File: src/rtl/presettable_updown_counter.sv
// Modulo-N up/down counter clocked on the falling edge, with preset, clamped
// parallel load, combinational terminal count and a registered boundary pulse.
module presettable_updown_counter #(
    parameter int     WIDTH      = 4,
    parameter longint MODULUS    = 10,
    parameter longint PRESET_VAL = 9,
    parameter bit     SATURATE   = 1'b0
) (
    input  logic             CLK,
    input  logic             CLR_N,
    input  logic             PRESET,
    input  logic             LOAD,
    input  logic [WIDTH-1:0] D,
    input  logic             EN,
    input  logic             UP,
    output logic [WIDTH-1:0] Q,
    output logic             TC,
    output logic             WRAP
);

    localparam logic [WIDTH-1:0] MAX_Q    = WIDTH'(MODULUS - 1);
    localparam logic [WIDTH-1:0] PRESET_Q = WIDTH'(PRESET_VAL);
    localparam logic [63:0]      MOD_U    = 64'(MODULUS);

    logic             at_limit_seen;
    logic             up_q;
    logic [WIDTH-1:0] q_next;
    logic             wrap_next;
    logic             seen_next;
    logic             seen_eff;
    logic             at_boundary;
    logic [WIDTH-1:0] load_val;

    // A direction change re-arms the saturate pulse in the same edge it is seen.
    assign seen_eff    = at_limit_seen && (UP == up_q);
    assign at_boundary = UP ? (Q == MAX_Q) : (Q == '0);
    assign load_val    = (64'(D) >= MOD_U) ? MAX_Q : D;
    assign TC          = at_boundary;

    always_comb begin
        q_next    = Q;
        wrap_next = 1'b0;
        seen_next = seen_eff;
        if (PRESET) begin
            q_next    = PRESET_Q;
            seen_next = 1'b0;
        end else if (LOAD) begin
            q_next    = load_val;
            seen_next = 1'b0;
        end else if (EN) begin
            if (!at_boundary) begin
                // Only stepping away from the boundary, so no adder overflow.
                q_next    = UP ? (Q + 1'b1) : (Q - 1'b1);
                seen_next = 1'b0;
            end else if (!SATURATE) begin
                q_next    = UP ? '0 : MAX_Q;
                wrap_next = 1'b1;
                seen_next = 1'b0;
            end else begin
                wrap_next = !seen_eff;
                seen_next = 1'b1;
            end
        end
    end

    always_ff @(negedge CLK) begin
        up_q <= UP;
        if (!CLR_N) begin
            Q             <= '0;
            WRAP          <= 1'b0;
            at_limit_seen <= 1'b0;
        end else begin
            Q             <= q_next;
            WRAP          <= wrap_next;
            at_limit_seen <= seen_next;
        end
    end

endmodule

File: config.mk
export PLATFORM = sky130hd
export DESIGN_NAME = presettable_updown_counter
export DESIGN_NICKNAME = d
export VERILOG_FILES = /design/src/rtl/presettable_updown_counter.sv
export SDC_FILE = /design/constraint.sdc
export NUM_CORES = 1
export LEC_CHECK = 0
export ABC_AREA = 0
export CORE_AREA = 2 2 39 41
export DETAILED_ROUTE_END_ITERATION = 16
export DIE_AREA = 0 0 41 43
export PLACE_DENSITY = 0.71
export SLEW_MARGIN = 10
export SYNTH_ARGS = -nofsm -noshare
export SYNTH_HDL_FRONTEND = slang
export SYNTH_SLANG_ARGS = --single-unit
File: constraint.sdc
create_clock -name CLK -period 1.9 [get_ports CLK]
set_input_delay 0.57 -clock CLK [delete_from_list [all_inputs] [get_ports CLK]]
set_output_delay 0.57 -clock CLK [all_outputs]
set_load 0.01 [all_outputs]
# Yosys cells after proc, flatten, opt, wreduce, memory -nomap -nowiden
# Index checks and enable logic that the tools add are counted.
# classes
add_sub_neg,2
mul,0
div,0
magnitude_cmp,1
n_eq_ne,1
shifts,0
mux,9
bitwise_logic,2
reduce_logical,5
# op_table
operator,count
4-bit 2-to-1 mux,7
"4-bit by 1-bit adder with 4-bit output, second input constant",1
"4-bit equality test, second input constant",1
"4-bit >= comparator, second input constant",1
4-bit zero test,1
4-bit OR reduction,1
"4-bit by 1-bit subtractor with 4-bit output, second input constant",1
3-bit nonzero test,1
1-bit 2-to-1 mux,2
1-bit inverter,2
2-bit nonzero test,1
2-bit OR reduction,1
# word_totals
register_bits,5
latchBits,0
ramBits,0
rom_bits,0
in_bits,10
out_inout_bits,6
elab_cells,23
memories,0

# Longest topological paths before layout
# logic_depth
ltp_word,6
ltp_mapped,6

==> flow_metrics.env <==
export IMPL_yosys_cell_count_top_type="inv_1"
export IMPL_holdPathEnd="WRAP"
export IMPL_yosysTopAreaCell="dfxtp_1"
export IMPL_cts_buffer_depth=2
export IMPL_drt_iter0_markers=6
export IMPL_place_ws_ns=-1.16
export IMPL_wire_per_inst_um=13.1
export IMPL_setup_worst_path_end_class="output pin"
export IMPL_reg2reg_depth=8
export IMPL_max_cap_viol_count=0
export IMPL_synth_ff_type="dfxtp_1"
export IMPL_synth_xor_area_share_pct=4.05
export IMPL_cts_tree="built"
export IMPL_async_flop_share_pct=0
export IMPL_drv_slew=0
export IMPL_antenna_found_initial=0
export IMPL_core_rowCount=14
export IMPL_synth_cell_type_count=26
export IMPL_p_leak_nw=0.443
export IMPL_dieArea_sq_um=1760
export IMPL_clk_latency_ns=0.31
export IMPL_crit_buf_inv=1
export IMPL_regToRegSetupSlack_ns=0.18
export IMPL_track_usage_pct=20.6
export IMPL_cp_arrival_ns=2.25
export IMPL_ys_seq_area_share_pct=23.1
export IMPL_min_delay_path_depth=2
export IMPL_pwr_density_cell_nw_per_um2=521
export IMPL_antenna_cells=0
export IMPL_timing_hold_worst_start="Q[3]"
export IMPL_pin_count=16
export IMPL_grt_overflow=0
export IMPL_ys_top_cells_by_area="dfxtp_1, ha_1, inv_1"
export IMPL_synth_edff_count=0
export IMPL_r2r_start="Q[0]"
export IMPL_worst_pin_slew_ns=0.242
export IMPL_yosys_mux_area_fraction_pct=0
export IMPL_setup_viol=10
export IMPL_hold_path_class="register to register"
export IMPL_syn_inst=55
export IMPL_routed_via_density=4.90
export IMPL_slew_headroom_pct=83.9
export IMPL_grt_first_pass_wirelength_um=2400
export IMPL_r2r_end="Q[2]"
export IMPL_status="complete, but fails checks"
export IMPL_irDropWorstVdd_mv=0.359
export IMPL_fp_dieH_um=43
export IMPL_synth_simple_area_share_pct=25.7
export IMPL_area_growth_pct=110
export IMPL_fp_dieW_um=41
export IMPL_critPathMaxStageDelay_ns=0.39
export IMPL_whs_ns=0.636
export IMPL_port_buffers=15
export IMPL_ctsHtreeMaxLevel=1
export IMPL_drc_errors=0
export IMPL_critPathTopFamily="simple AND/OR/NAND/NOR gates"
export IMPL_core_sq_um=1380
export IMPL_num_nets_final=113
export IMPL_gr_usage_met1_pct=22.0
export IMPL_synth_nets=68
export IMPL_cts_root_buf="clkbuf_4"
export IMPL_worst_path_max_fanout=2
export IMPL_synthAdderAreaFrac_pct=10.4
export IMPL_dp_final_hpwl_um=950
export IMPL_synth_top_area_share_pct=23.1
export IMPL_grt_busiest_layer="met2"
export IMPL_grtUsageMet3_pct=8.38
export IMPL_cts_made_buffers=3
export IMPL_critical_path_class="register to output pin"
export IMPL_cp_start_kind="register"
export IMPL_synth_area_sq_um=433
export IMPL_grt_max_degree=8
export IMPL_dr_total_vias=563
export IMPL_postRouteAntennaNets=0
export IMPL_ys_warn_count=0
export IMPL_synth_top_family_by_area="compound AO/OA/AOI/OAI gates"
export IMPL_violations="negative setup slack"
export IMPL_finClkSkew_ns=0.00299
export IMPL_synth_compound_area_share_pct=28.0
export IMPL_rsz0062_at_grt="true"
export IMPL_postLayoutCoreUtil_pct=65.6
export IMPL_ys_ff_latch=5
export IMPL_grt_pass1_vias=574
export IMPL_hold_viol=0
export IMPL_yosys_top_cells_count="inv_1, dfxtp_1, nand2_1"
export IMPL_required_ns=1.33
export IMPL_path_cells="or3_4 > a21oi_4 > buf_6"
export IMPL_setup_ws_ns=-0.919
export IMPL_drt_first_pass_iters=4
export IMPL_routed_wl_um=1500
export IMPL_synth_area_per_cell_sq_um=7.87
export IMPL_start_util_pct=31.3
export IMPL_grtUsageMet2_pct=32.5
export IMPL_drive_above_1_share_pct=55.6
export IMPL_path_clk_slew_ns=0.03
export IMPL_clkSinkCount=5
export IMPL_place_gp_congestion=0.842
export IMPL_cp_slowest_cell="or3_4"
[area by class of cell]
cell class | count | area, sq um
multi-input cells | 42 | 365
clock inverters | 6 | 22.5
well taps | 16 | 20.0
inverters | 5 | 26.3
clock buffers | 3 | 22.5
repair buffers | 38 | 340
flip-flops and latches | 5 | 110
fillers | 123 | 477
[cells in the final DEF, fill, tap and decap left out, types with 2 or more instances in the layout]
master | netlist | final
buf_4 | 0 | 18
buf_6 | 1 | 12
inv_1 | 6 | 10
nand2_1 | 5 | 5
a21oi_1 | 4 | 3
o21a_1 | 3 | 3
clkbuf_4 | 0 | 3
dfxtp_4 | 0 | 2
dfxtp_2 | 0 | 2
nand3_1 | 2 | 2
a21oi_4 | 1 | 2
nor2_1 | 3 | 2
o21ai_1 | 0 | 2
a31oi_1 | 2 | 2
o22ai_1 | 2 | 2
dlygate4sd2_1 | 0 | 2
buf_2 | 0 | 2
[report_power, final]
group | internal, mW | leakage (nW) | switching [mW] | total (mW)
clock network | 0.0887 | 0.0458 | 0.0738 | 0.163
logic | 0.109 | 0.354 | 0.0838 | 0.193
registers | 0.112 | 0.0430 | 0.00477 | 0.117
total | 0.310 | 0.443 | 0.162 | 0.472
[through the flow]
step | std cells | setup TNS, ns | instance area, sq um | power (mW)
6_report | 115 | -5.49 | 907 | 0.472
5_1_grt | 115 | -5.85 | 907 | 0.507
4_1_cts | 112 | -5.34 | 855 | 0.460
3_5_place_dp | 97 | -9.33 | 708 | 0.283
3_3_place_gp | 97 | -9.17 | 708 | 0.280
2_1_floorplan | 55 | -2.91 | 459 | 0.211
[cell families after synthesis]
kind of cell | count (synthesis)
AO/OA/AOI/OAI | 17
adder cells (fa/ha/maj) | 3
flip-flops | 5
AND/OR/NAND/NOR | 20
XOR/XNOR | 2
buffers and inverters | 8
[worst register-to-register path: cells and delay by family (launching register included)]
kind	cells	cell delay (ns)
xor+xnor	1	0.15
flops	1	0.33
compound gates	2	0.24
buf+inv	3	0.40
fa+ha+maj	1	0.43
simple gates	1	0.07
[registers in the layout, indices dropped and copies added (netlist names)]
register  flops
Q             4
WRAP          1
[worst max path at each step]
stage	slack [ns]	from	cells past startpoint	endpoint
3_3_place_gp	-1.14	UP	7	Q[3]
4_1_cts	-0.92	Q[0]	3	TC
5_1_grt	-0.95	Q[0]	3	TC
6_report	-0.92	Q[0]	3	TC
2_1_floorplan	-0.60	UP	6	Q[2]
3_5_place_dp	-1.16	UP	7	Q[2]
[repair_timing]
action                     CTS  global route
hold buffers                 0             0
pin swaps                   10             8
buffers inserted             7             5
setup endpoints to repair   11            11
cloned                       0             0
resized for setup           72            11
[layer usage]
metal  vias up  share of wire [%]
li1        283                  -
met1       268                 35
met2         8                 60
met3         4                3.9
met4         0                1.5
met5         -                  0
Note: power is estimated with default switching activity, not from simulation.
